==> src/rtl/matrix_pkg.sv <==
// Shared definitions for the serial matrix encoder and its front-end arbiter.
//   NUMBER_BITS_DEFAULT : default width of one signed matrix element part
//   matrix_t            : 2x2 complex matrix, indexed [row][col][re/im]
//   arb_state_e         : arbiter FSM states
//   rr_wrap_inc         : (value + step) mod n, for operands already below n
package matrix_pkg;

  localparam int unsigned NUMBER_BITS_DEFAULT = 37;

  typedef logic signed [NUMBER_BITS_DEFAULT-1:0] matrix_t [0:1][0:1][0:1];

  typedef enum logic [1:0] {
    ARB_IDLE  = 2'd0,
    ARB_ISSUE = 2'd1,
    ARB_BUSY  = 2'd2,
    ARB_DONE  = 2'd3
  } arb_state_e;

  // value and step are both below n, so one conditional subtract is enough.
  function automatic int unsigned rr_wrap_inc(input int unsigned value,
                                              input int unsigned step,
                                              input int unsigned n);
    int unsigned sum;
    sum = value + step;
    if (sum >= n) sum = sum - n;
    return sum;
  endfunction

endpackage

==> src/rtl/rr_priority_picker.sv <==
// Combinational round-robin picker.
//   req    : request vector, one bit per requester
//   last   : index of the most recent winner; search starts at last+1
//   valid  : at least one request is present
//   winner : index of the first set request found circularly from last+1
module rr_priority_picker
  import matrix_pkg::*;
#(
  parameter  int unsigned N  = 4,
  localparam int unsigned LW = $clog2(N)
) (
  input  logic [N-1:0]  req,
  input  logic [LW-1:0] last,
  output logic          valid,
  output logic [LW-1:0] winner
);

  always_comb begin
    valid  = 1'b0;
    winner = '0;
    // off walks the circular distance from last; inner loop keeps every
    // req index a constant so no variable-width bit select is needed.
    for (int unsigned off = 1; off <= N; off++) begin
      for (int unsigned i = 0; i < N; i++) begin
        if (!valid && req[i] &&
            (rr_wrap_inc(32'(last), off % N, N) == i)) begin
          valid  = 1'b1;
          winner = LW'(i);
        end
      end
    end
  end

endmodule

==> src/rtl/serial_encoder_arbiter.sv <==
// Round-robin front end that shares one serial_matrix_encoder between
// NUM_REQUESTERS matrix producers.
//   clk           : rising-edge clock
//   reset         : asynchronous active-low reset
//   req           : per-requester request level, held until its done
//   matrix_in     : per-requester 2x2 complex matrix [req][row][col][re/im]
//   grant         : one-hot owner of the encoder, zero when idle
//   done          : one-cycle pulse to the owner once its matrix has left
//   busy          : registered, high whenever the FSM is not idle
//   enc_matrix    : latched matrix presented to the encoder
//   enc_ready     : start strobe to the encoder
//   enc_available : encoder idle / able to accept
module serial_encoder_arbiter
  import matrix_pkg::*;
#(
  parameter int unsigned NUMBER_BITS    = NUMBER_BITS_DEFAULT,
  parameter int unsigned NUM_REQUESTERS = 4
) (
  input  logic                          clk,
  input  logic                          reset,
  input  logic [NUM_REQUESTERS-1:0]     req,
  input  logic signed [NUMBER_BITS-1:0] matrix_in [NUM_REQUESTERS][0:1][0:1][0:1],
  output logic [NUM_REQUESTERS-1:0]     grant,
  output logic [NUM_REQUESTERS-1:0]     done,
  output logic                          busy,
  output logic signed [NUMBER_BITS-1:0] enc_matrix [0:1][0:1][0:1],
  output logic                          enc_ready,
  input  logic                          enc_available
);

  localparam int unsigned LW = $clog2(NUM_REQUESTERS);

  arb_state_e                    state_q;
  logic [NUM_REQUESTERS-1:0]     grant_q;
  logic [NUM_REQUESTERS-1:0]     done_q;
  logic                          busy_q;
  logic [LW-1:0]                 last_q;
  logic signed [NUMBER_BITS-1:0] enc_matrix_q [0:1][0:1][0:1];

  logic                          pick_valid;
  logic [LW-1:0]                 pick_idx;
  logic [NUM_REQUESTERS-1:0]     grant_d;

  rr_priority_picker #(
    .N (NUM_REQUESTERS)
  ) u_picker (
    .req    (req),
    .last   (last_q),
    .valid  (pick_valid),
    .winner (pick_idx)
  );

  always_comb begin
    grant_d = NUM_REQUESTERS'(1) << pick_idx;
  end

  // The matrix register is written only on the IDLE->ISSUE edge, so the
  // encoder can read cells from it at any point of its serialization.
  always_ff @(posedge clk or negedge reset) begin
    if (!reset) begin
      state_q      <= ARB_IDLE;
      grant_q      <= '0;
      done_q       <= '0;
      busy_q       <= 1'b0;
      last_q       <= LW'(NUM_REQUESTERS - 1);
      enc_matrix_q <= '{default: '0};
    end else begin
      done_q <= '0;
      case (state_q)
        ARB_IDLE: begin
          if (pick_valid) begin
            state_q      <= ARB_ISSUE;
            grant_q      <= grant_d;
            last_q       <= pick_idx;
            busy_q       <= 1'b1;
            enc_matrix_q <= matrix_in[pick_idx];
          end
        end
        ARB_ISSUE: begin
          if (!enc_available) state_q <= ARB_BUSY;
        end
        ARB_BUSY: begin
          if (enc_available) begin
            state_q <= ARB_DONE;
            done_q  <= grant_q;
          end
        end
        ARB_DONE: begin
          state_q <= ARB_IDLE;
          grant_q <= '0;
          busy_q  <= 1'b0;
        end
        default: begin
          state_q <= ARB_IDLE;
          grant_q <= '0;
          busy_q  <= 1'b0;
        end
      endcase
    end
  end

  // Combinational so the strobe falls in the same cycle the encoder
  // drops available after accepting; it never sees a second start.
  assign enc_ready  = (state_q == ARB_ISSUE) && enc_available;
  assign grant      = grant_q;
  assign done       = done_q;
  assign busy       = busy_q;
  assign enc_matrix = enc_matrix_q;

endmodule

==> config.mk <==
export PLATFORM = sky130hd
export DESIGN_NAME = serial_encoder_arbiter
export DESIGN_NICKNAME = d
export VERILOG_FILES = /design/src/rtl/matrix_pkg.sv /design/src/rtl/rr_priority_picker.sv /design/src/rtl/serial_encoder_arbiter.sv
export SDC_FILE = /design/constraint.sdc
export NUM_CORES = 1
export LEC_CHECK = 0
export CORE_AREA = 5 5 578 580
export DETAILED_ROUTE_END_ITERATION = 10
export DIE_AREA = 0 0 583 585
export PLACE_DENSITY = 0.31
export SYNTH_ARGS = -nofsm -noshare
export SYNTH_HDL_FRONTEND = slang
export SYNTH_SLANG_ARGS = --single-unit
==> constraint.sdc <==
create_clock -name clk -period 4.2 [get_ports clk]
set_input_delay 0.84 -clock clk [delete_from_list [all_inputs] [get_ports clk]]
set_output_delay 0.84 -clock clk [all_outputs]
set_load 0.01 [all_outputs]
Word level (Yosys, flattened, before mapping)
Cells that the tools add are included.
{"block": "op_classes", "addsub": 7, "n_lt_le_gt_ge": 5, "eq_ne": 18, "shift": 1, "mux": 48, "bitwise_logic": 1, "n_reduce_logical": 56}
{"operator": "$bmux W296 S2", "count": 1}
{"operator": "$mux W296", "count": 2}
{"operator": "$eq A32 B2 Y1 const B", "count": 8}
{"operator": "$eq A32 B1 Y1 const B", "count": 4}
{"operator": "$logic_not A32 Y1", "count": 4}
{"operator": "$mux W32", "count": 4}
{"operator": "$ge A32 B3 Y1 const B", "count": 3}
{"operator": "$sub A32 B3 Y32 const B", "count": 3}
{"operator": "$mux W2", "count": 17}
{"operator": "$logic_and A1 B1 Y1", "count": 32}
{"operator": "$mux W1", "count": 18}
{"operator": "$logic_not A1 Y1", "count": 15}
{"operator": "$mux W4", "count": 3}
{"operator": "$pmux W2 S4", "count": 1}
{"operator": "$pmux W4 S2", "count": 1}
{"operator": "$add A2 B2 Y3 const B", "count": 2}
{"operator": "$ne A2 B2 Y1 const B", "count": 3}
{"operator": "$eq A2 B2 Y1 const B", "count": 2}
{"operator": "$reduce_and A2 Y1", "count": 2}
{"operator": "$shl A1 B2 Y4 const A", "count": 1}
{"operator": "$sub A2 B3 Y4 const B", "count": 1}
{"operator": "$add A2 B1 Y3 const B", "count": 1}
{"operator": "$ge A2 B3 Y1 const B", "count": 1}
{"operator": "$ge A3 B3 Y1 const B", "count": 1}
{"operator": "6 further kinds", "count": 6}
{"block": "word_totals", "regBits": 309, "in_bits": 1191, "out_inout_bits": 306, "wordCells": 149}

Logic depth before layout (Yosys ltp)
{"block": "depth", "depth_word": 70, "ltp_mapped": 9, "ltp_nobuf": 6}

Cells and area by module
From an unflattened synthesis, not the netlist that was laid out.
{"block": "unflattened", "hier_cells": 1718, "hier_area_um2": 20292.0}
{"module": "serial_encoder_arbiter", "n_inst": 1, "cells_per_inst": 1704, "area_per_inst_um2": 20213.1, "seq_area_each_um2": 7734.9}
{"module": "rr_priority_picker", "n_inst": 1, "cells_per_inst": 14, "area_per_inst_um2": 78.8, "seq_area_each_um2": 0.0}

Worst setup path after synthesis
Ideal clock, no wire load.
{"block": "synth_timing", "path_kind": "input -> register", "startpoint": "in req[1]", "endpoint": "reg enc_matrix_q, in the netlist enc_matrix[0]", "setup_ns": 0.128, "t_arrival_ns": 2.247, "required_time_ns": 4.072, "setup_slack_ns": 1.824, "stages": 9, "path_buffers": 4, "cell_sequence": "buf_6 -> nor2b_1 -> a21oi_1 -> o221a_2 -> buf_2 -> buf_4 -> buf_2 -> mux2i_1 -> o22ai_1"}
{"block": "synth_between", "elab_chain_len": 63, "elab_cells_between_ends": 79, "cone_classes": "mux (33); bitwise (1); reduce/logical (45)"}
{"item": "from (decl)", "line": "serial_encoder_arbiter.sv:21", "source": "input logic [NUM_REQUESTERS-1:0] req,"}
{"item": "$logic_and A1 B1 Y1 (2 in series)", "line": "rr_priority_picker.sv:25", "source": "if (!valid && req[i] &&"}
{"item": "$mux W1", "line": "rr_priority_picker.sv:25"}
{"item": "$logic_not A1 Y1", "line": "rr_priority_picker.sv:25"}
{"item": "$logic_and A1 B1 Y1 (2 in series)", "line": "rr_priority_picker.sv:25"}
{"item": "$mux W1", "line": "rr_priority_picker.sv:25"}
{"item": "$logic_not A1 Y1", "line": "rr_priority_picker.sv:25"}
{"item": "$logic_and A1 B1 Y1 (2 in series)", "line": "rr_priority_picker.sv:25"}
{"item": "$mux W1", "line": "rr_priority_picker.sv:25"}
{"item": "[41 not listed]"}
{"item": "$logic_and A1 B1 Y1 (2 in series)", "line": "rr_priority_picker.sv:25"}
{"item": "$mux W1", "line": "rr_priority_picker.sv:25"}
{"item": "$logic_not A1 Y1", "line": "rr_priority_picker.sv:25"}
{"item": "$logic_and A1 B1 Y1 (2 in series)", "line": "rr_priority_picker.sv:25"}
{"item": "$mux W2", "line": "rr_priority_picker.sv:25"}
{"item": "$not A2 Y3 (not written as such)", "line": "serial_encoder_arbiter.sv:76", "source": "enc_matrix_q <= matrix_in[pick_idx];"}
{"item": "$bmux W296 S2", "line": "serial_encoder_arbiter.sv:76"}
{"item": "$mux W296 (not written as such) (2 in series)", "line": "serial_encoder_arbiter.sv:76"}
{"item": "to (signal assigned)", "line": "serial_encoder_arbiter.sv:76"}
{"item": "to (decl)", "line": "serial_encoder_arbiter.sv:38", "source": "logic signed [NUMBER_BITS-1:0] enc_matrix_q [0:1][0:1][0:1];"}
Several ways; a longest one is shown, not always the timed one. The select of a mux whose other input is x is not followed.
A chain may end at the register's enable or synchronous reset.

Worst setup path in the final report
{"block": "layout_timing", "startpoint": "in req[1]", "endpoint": "reg enc_matrix_q, in the netlist enc_matrix[261]"}
Same word-level chain as after synthesis.

==> results.py <==
metrics = {
    "route": {
        "post_drt_wl_per_cell_um": 34.9,
        "totalWireLength_um": 280000,
        "firstDrtPassIters": 5,
        "drc": 0,
        "vias_per_cell": 3.38,
        "first_iter_violations": 2123,
        "num_vias": 27100,
        "ant_nets": 0,
    },
    "logic_synthesis": {
        "ys_seq_area_share_pct": 40.1,
        "yosys_warnings": 0,
        "synth_cell_types": 38,
        "avgSynthCellArea_sq_um": 9.21,
        "synth_cells": 2097,
        "netlist_area_sq_um": 19300,
        "synth_nets": 3293,
        "synth-seq-cells": 309,
    },
    "finish": {
        "post-route-util_pct": 12.8,
        "seqCellArea_sq_um": 7730,
        "drive_above_1_share_pct": 6.92,
        "syn_to_final_growth_pct": 119,
        "nets": 4768,
        "final.fill_count": 37400,
        "multiInputGateArea_sq_um": 10500,
    },
    "floorplanning": {
        "ios": 1497,
        "chipHeight_um": 585,
        "start_util_pct": 5.87,
        "chipWidth_um": 583,
        "row_count": 211,
        "die_area_sq_um": 341000,
        "core_sq_um": 329000,
    },
    "clocking": {
        "post_cts_resized": 0,
        "cts-root-buf": "clkbuf_16",
        "clkTransAtPathRegs_ns": 0.06,
        "ctsHoldBuffers": 0,
        "cts_made_buffers": 52,
        "cts_sinks": 309,
        "cts_tree": "built",
        "cts_max_level": 2,
        "insertion_delay_ns": 0.74,
        "postCtsSetupBuffers": 0,
        "clockBufferDepth": 3,
    },
    "global_route": {
        "grt_max_degree": 116,
        "first_global_vias": 26200,
        "track_usage_pct": 15.5,
        "antenna_found_initial": 337,
        "grt-ovfl-total": 0,
        "grt_pass1_wl_um": 337000,
    },
    "setup_path": {
        "crit_slowest_cell": "mux2i_1",
        "path_cells": "clkdlybuf4s50_1 > nor2b_1 > a21oi_1 > o221a_4 > buf_12 > buf_4 > mux2i_1 > o22ai_1",
        "critPathTopFamily": "buffers and inverters",
        "end_kind": "flip-flop",
        "cp_max_fo": 25,
        "crit_arrival_ns": 4.08,
        "regToRegStartpoint": "last_q[1]",
        "cp-startpoint": "req[1]",
        "timing.rr.end": "enc_matrix[261]",
        "r2r_slack_ns": 0.90,
        "required_ns": 4.77,
        "startpoint_type": "input pin",
        "slowest_delay_ns": 0.93,
        "critical_path_class": "input pin to flip-flop",
        "worstRegToRegCells": 7,
        "crit_buf_inv": 3,
    },
    "timing": {
        "period_share_pct": 83.5,
        "max_freq_mhz": 285,
        "rsz0062_at_grt": "no",
        "setup_slack_ns": 0.693,
        "hold_viol": 0,
        "finalSetupViolCount": 0,
        "fin_tns_setup_ns": 0,
        "worst_pin_slew_ns": 1.07,
        "skew_ns": 0.0603,
        "relSlewSlack_pct": 26.5,
        "period_minus_slack_ns": 3.51,
        "slew_violations": 0,
    },
    "placement": {
        "io_buffers": 1496,
        "hpwl_um": 244000,
        "gp_congestion": 0.881,
        "pre_cts_ws_ns": -0.229,
    },
    "worst_hold_path": {
        "min_path_type": "input pin to asynchronous set/reset pin",
    },
    "pwr": {
        "total_leakage_power_nw": 14.7,
        "power_w": 0.0271,
        "vdd_ir_drop_max_mv": 0.395,
        "cellPowerDensity_nw_per_um2": 643,
    },
    "outcome": {
        "status": "complete, no violations",
    },
    "flow_run": {
        "cap_violations": 0,
    },
}
[where the power goes]
part / switching (W) / internal [W]
registers: 0.00125 / 0.00442
clock network: 0.00202 / 0.00275
logic: 0.00953 / 0.00718
total: 0.0128 / 0.0143
[state kept, by name, summed over array words and instances (netlist names)]
name,count
enc_matrix,296
grant,4
done,4
last_q,2
busy,1
state_q,2
[placed cells by master (no fill, tap or decap), types with 11 or more instances in the layout]
master | netlist | routed
dfrtp_1 | 307 | 307
buf_4 | 26 | 123
clkdlybuf4s50_1 | 0 | 1495
clkbuf_1 | 134 | 18
mux2i_1 | 297 | 294
clkbuf_8 | 0 | 12
a221oi_1 | 296 | 296
nor2_1 | 300 | 300
buf_12 | 0 | 35
nand2_1 | 11 | 11
diode_2 | 0 | 40
a21oi_1 | 11 | 11
o21ai_0 | 303 | 303
o22ai_1 | 296 | 296
clkbuf_16 | 0 | 52
[cells in the mapped netlist, drive strengths merged]
cell type	count	share of area (%)
a22oi	1	0.039
and2	1	0.032
o21ai	303	7.9
inv	7	0.14
or2	1	0.045
mux2i	297	15
a21o	2	0.078
a21oi	11	0.29
nor2b	1	0.032
dfrtp	307	40
nor2	301	5.9
clkbuf	135	2.6
o21a	1	0.039
o2bb2ai	1	0.045
nand2b	4	0.13
nand3	1	0.026
and3	4	0.13
buf	98	2.9
o22ai	296	9.6
o32a	1	0.052
nand2	11	0.21
a32oi	2	0.091
o221ai	2	0.12
o21bai	1	0.039
a221oi	297	14
dfstp	2	0.27
mux2	1	0.058
nor3	2	0.11
o221a	1	0.058
ha	5	0.32
[metrics by stage]
step | cells | hold slack [ns] | instance area, sq um
floorplan | 2097 | 0.528 | 19300
CTS | 7979 | 0.153 | 42100
global route | 7990 | 0.174 | 42100
global placement | 7884 | 0.543 | 40300
detailed placement | 7884 | 0.533 | 40300
finish | 8019 | 0.191 | 42200
[worst max path at each step]
stage	end	slack, ns	cells past startpoint
2_1_floorplan	enc_matrix[0]	1.82	9
3_3_place_gp	enc_matrix[263]	-0.23	8
3_5_place_dp	enc_matrix[263]	-0.23	8
4_1_cts	enc_matrix[263]	0.57	8
5_1_grt	enc_matrix[263]	0.59	8
6_report	enc_matrix[261]	0.69	8
[layout make-up]
cell class	instances	share of cell area (%)
Antenna cell	40	0.237
Clock buffer	82	3.63
Clock inverter	13	0.534
Inverter	7	0.0623
Multi-Input combinational cell	1548	24.9
Sequential cell	309	18.3
Tap cell	4366	12.9
Timing Repair Buffer	1654	39.3
[kinds of logic (layout without fill, tap and decap cells)]
group / after synthesis / after routing / share of synthesized area, %
simple gates: 326 / 326 / 6.59
flops: 309 / 309 / 40.1
compound gates: 919 / 919 / 31.9
fa+ha+maj: 5 / 5 / 0.324
mux: 298 / 298 / 15.5
buf+inv: 240 / 1756 / 5.70
other cells: 0 / 40 / 0
[metal layers]
metal | wire, um | vias up | global-route usage (%) | part of all wire (%)
li1 | - | 11300 | - | -
met1 | 110000 | 13000 | 18.3 | 39
met2 | 120000 | 1883 | 23.7 | 43
met3 | 41700 | 613 | 9.91 | 15
met4 | 6700 | 276 | 3.15 | 2.4
met5 | 1750 | - | 0 | 0.62
[worst register-to-register path, stage by stage, from the launching register on]
cell and delay [ns]:
dfstp_2 0.66, nand2_1 0.11, a21oi_1 0.24, o221a_4 0.27, buf_12 0.24, buf_4 0.47, mux2i_1 0.95, o22ai_1 0.20
Power figures use the tool's default switching activity.
==> variant 1, RTL diff (same settings) <==
The package constant `NUMBER_BITS_DEFAULT` goes from 37 to 41.
--- a/src/rtl/matrix_pkg.sv
+++ b/src/rtl/matrix_pkg.sv
@@ -5,7 +5,7 @@
 //   rr_wrap_inc         : (value + step) mod n, for operands already below n
 package matrix_pkg;
 
-  localparam int unsigned NUMBER_BITS_DEFAULT = 37;
+  localparam int unsigned NUMBER_BITS_DEFAULT = 41;
 
   typedef logic signed [NUMBER_BITS_DEFAULT-1:0] matrix_t [0:1][0:1][0:1];
 
Ports: changed (resized enc_matrix and matrix_in); port bits go from 1497 to 1657. The function was not compared with the original's and may differ.
==> variant 1 against the unedited design <==
- sequential cell count rose by 32
- setup slack lost 0.14 ns
- synthesized area grew 11%
- register-to-register slack better by 0.27 ns
- non-clock buffer count increased by 149
- power rose by 7.8%
- wire length increased by 4.7%
- combinational power is 8% higher
- first-iteration DRC count grew 16%
- critical endpoint is now enc_matrix[195]
- clock skew is 0.037 ns lower
- clock power grew 3%
- final area is 8.3% higher
==> variant 1: results (changes against the unedited design) <==
Routed Wire Length=293000 um (was 280000 um); initial antenna violation count=303 (was 337); Syn Area/Cell=9.25 um^2 (was 9.21 um^2); clkbuf count=85 (was 82); first-pass GRT wire length=358000 um (was 337000 um); crit path DAT=4.16 ns (was 4.08 ns); Syn Nets=3640 (was 3293); Seq cells post-synth=341 (was 309); GRT met3 Usage=6.62% (was 9.91%); Fillers=37.3k (was 37.4k); r2r setup slk=1.17 ns (was 0.90 ns); Max-slew headroom=27.7% (was 26.5%); critical path peak fanout=61 (was 25); Inst Count DP=8225 (was 7884); met1 global-route usage=19.5% (was 18.3%); outcome=completed (unchanged); RePlAce Congestion=0.958 (was 0.881); Via Count=29.6k (was 27.1k); pin count of the biggest net entering global routing=148 (was 116); Detail Placement HPWL=254000 um (was 244000 um); Synth top cells by count=dfrtp_1 (339), nor2_1 (332), mux2i_1 (329) (was dfrtp_1 (307), o21ai_0 (303), nor2_1 (300)); Layout Skew=0.0235 ns (was 0.0603 ns); M1 WL=118000 um (was 110000 um); DRT iter0 DRCs=2459 (was 2123); Final non-clock buffer share=39.8% (was 39.3%); WL met2=137000 um (was 120000 um); Clock-cell share=3.91% (was 4.17%); synth unique cells=37 (was 38)
==> variant 1: changes by cell type in the layout (fill, tap and decap cells not counted), moves of 22 or more <==
cell             before   now
mux2i_1             294   326
o21ai_0             303   325
dfrtp_1             307   339
a221oi_1            296   328
o22ai_1             296   328
nor2_1              300   332
clkdlybuf4s50_1    1495  1655
==> variant 1: worst max-delay path, stage by stage <==
cell and delay, ns:
clkdlybuf4s50_1 0.92, nand2b_1 0.28, o221ai_4 0.22, buf_12 0.27
buf_12 0.23, a221oi_1 0.99, o22ai_1 0.17
==> variant 1: per-stage QoR <==
stage	area [um^2]	hold slack [ns]	setup slack, ns	total power (uW)	setup TNS [ns]
finish	45700	0.244	0.556	29300	0
global route	45700	0.217	0.646	30900	0
CTS	45600	0.161	0.741	29800	0
detailed placement	43800	0.560	-0.0869	24600	-0.0869
global placement	43800	0.547	0.00662	24500	0
floorplan	21400	0.528	1.82	14300	0
==> variant 1: report_power, final <==
part | switching (uW) | internal, uW
logic | 10300 | 7780
clock network | 2100 | 2820
registers | 1360 | 4870
total | 13800 | 15500
==> variant 1: logic make-up (layout without fill, tap and decap cells) <==
group | after synthesis | in the layout | synth area share, %
AOI/OAI and AO/OA | 1015 | 1015 | 31.6
adders and majority gates | 5 | 5 | 0.292
buffers and inverters | 267 | 1906 | 6.34
DFF | 341 | 341 | 39.8
muxes | 330 | 330 | 15.4
other | 0 | 34 | 0
and+or+nand+nor | 358 | 358 | 6.48
==> variant 1: worst paths after layout <==
check,startpoint,cells after the start,to
setup / recovery,req[3],7,enc_matrix[195]
hold / removal,reset,1,enc_matrix[305]
setup reg to reg,last_q[0],6,enc_matrix[195]
hold reg to reg,state_q[0],1,state_q[0]
max in group asynchronous,reset,2,enc_matrix[327]
min in group clk,state_q[0],1,state_q[0]
==> variant 2, RTL diff (same settings) <==
Made on the original files. Make the reset (`reset`) synchronous in one clocked block. Comments in the files are not updated.
--- a/src/rtl/serial_encoder_arbiter.sv
+++ b/src/rtl/serial_encoder_arbiter.sv
@@ -56,7 +56,7 @@
 
   // The matrix register is written only on the IDLE->ISSUE edge, so the
   // encoder can read cells from it at any point of its serialization.
-  always_ff @(posedge clk or negedge reset) begin
+  always_ff @(posedge clk) begin
     if (!reset) begin
       state_q      <= ARB_IDLE;
       grant_q      <= '0;
Function: changed (a bounded check fails within 4 cycles, from zero or initial values and one cycle with reset low; the reset may be asserted at any time).
==> variant 2 against the unedited design <==
- final cell count down 4.4%
- sequential cell count did not move
- power is 23% lower
- largest cell class unchanged
- wire length increased by 1.0%
- setup slack improved by 0.41 ns
- first-iteration DRC count grew 73%
- synthesized area down 21%
- count of clock-buffer cells in the layout is 2 lower
- final area fell by 12%
==> variant 2: results (changes against the unedited design) <==
outcome=completed (unchanged); CP max stage cell=a222oi_1 (was mux2i_1); Worst Setup SP=req[3] (was req[1]); Num CTS Buffers=50 (was 52); worst slack, placed=0.620 ns (was -0.229 ns); placed instance area=35500 um^2 (was 40300 um^2); r2r setup slk=1.40 ns (was 0.90 ns); maximum vdd drop=0.000313 V (was 0.000395 V); vias in the first global route=24.2k (was 26.2k); DRT Pass-1 Iters=10 (was 5); layout cell share with drive strength beyond 1=5.26% (was 6.92%); clk pwr=4560 uW (was 4770 uW); initial antenna violation count=394 (was 337); worst r2r path cells=6 (was 7); Crit Reg-Reg Endpoint=enc_matrix[108] (was enc_matrix[261]); first-pass GRT wire length=336000 um (was 337000 um); DR WL/cell=36.9 um (was 34.9 um); met1 global-route usage=17.0% (was 18.3%); slowest stage delay, CP=1.02 ns (was 0.93 ns); critical path peak fanout=56 (was 25); Clock Latency Late Sink=0.70 ns (was 0.74 ns); Detail Placement HPWL=251000 um (was 244000 um); GRT Overall Usage=15.7% (was 15.5%); vias per cell=3.33 (was 3.38); DRT iter0 DRCs=3680 (was 2123); P_leak=0.0115 uW (was 0.0147 uW); WL met2=122000 um (was 120000 um); Nets=4396 (was 4768); max frequency=323 MHz (was 285 MHz); Synth top cells by count=dfxtp_1 (309), nand2_1 (302), a222oi_1 (296), a31oi_1 (296), o21ai_0 (280) (was dfrtp_1 (307), o21ai_0 (303), nor2_1 (300)); Fillers=37.9k (was 37.4k); min-delay src=enc_matrix[63]; register area share after synthesis=40.7% (was 40.1%); synth unique cells=33 (was 38); Combinational Power Share=53.2% (was 61.6%); Synth Flop Type=dfxtp_1 (was dfrtp_1); reg2reg start=last_q[1] (unchanged); GRT met3 Usage=11.3% (was 9.91%); Slew @ Worst Pin=1.03 ns (was 1.07 ns); RePlAce Congestion=0.897 (was 0.881); M1 WL=102000 um (was 110000 um); worst setup path class=in -> reg (unchanged); met3 WL=47000 um (was 41700 um); Layout Skew=0.0323 ns (was 0.0603 ns); Hold WC Path Type=reg -> reg (was in -> async); Crit path max-delay family=compound AO/OA/AOI/OAI gates (was buffers and inverters); top cells by area, synth=dfxtp_1 (41%), a222oi_1 (20%), a31oi_1 (12%), o21ai_0 (9.2%), nand2_1 (7.5%) (was dfrtp_1 (40%), mux2i_1 (15%), a221oi_1 (13%), o22ai_1 (9.6%), o21ai_0 (7.9%)); pin count of the biggest net entering global routing=77 (was 116); Syn Nets=2990 (was 3293); ys async rst share=0% (was 100%); crit path DAT=3.63 ns (was 4.08 ns)
## variant 2: final cells by class
cell class | count | area, um^2 | area share, %
diodes | 62 | 155 | 0.416
clock buffers | 80 | 1530 | 4.10
clock inverters | 7 | 135 | 0.362
inverters | 6 | 22.5 | 0.0604
multi-input cells | 1246 | 7860 | 21.1
flip-flops and latches | 309 | 6190 | 16.6
well taps | 4366 | 5460 | 14.6
repair buffers | 1587 | 16000 | 42.8
## variant 2: kinds of logic after synthesis
group	share of synthesized area [%]
AO/OA/AOI/OAI	42.6
AND/OR/NAND/NOR	8.51
flip-flops	40.7
buffers and inverters	7.77
adder cells (fa/ha/maj)	0.412
## variant 2: stage by stage
step | total power [uW] | util (%) | std cells | hold slack (ns)
floorplan | 9200 | - | 1794 | 0.469
global placement | 16400 | 10.8 | 7514 | 0.490
detailed placement | 16400 | 10.8 | 7514 | 0.513
CTS | 21200 | 11.3 | 7601 | 0.521
global route | 21800 | 11.3 | 7627 | 0.538
finish | 20800 | 11.3 | 7663 | 0.526
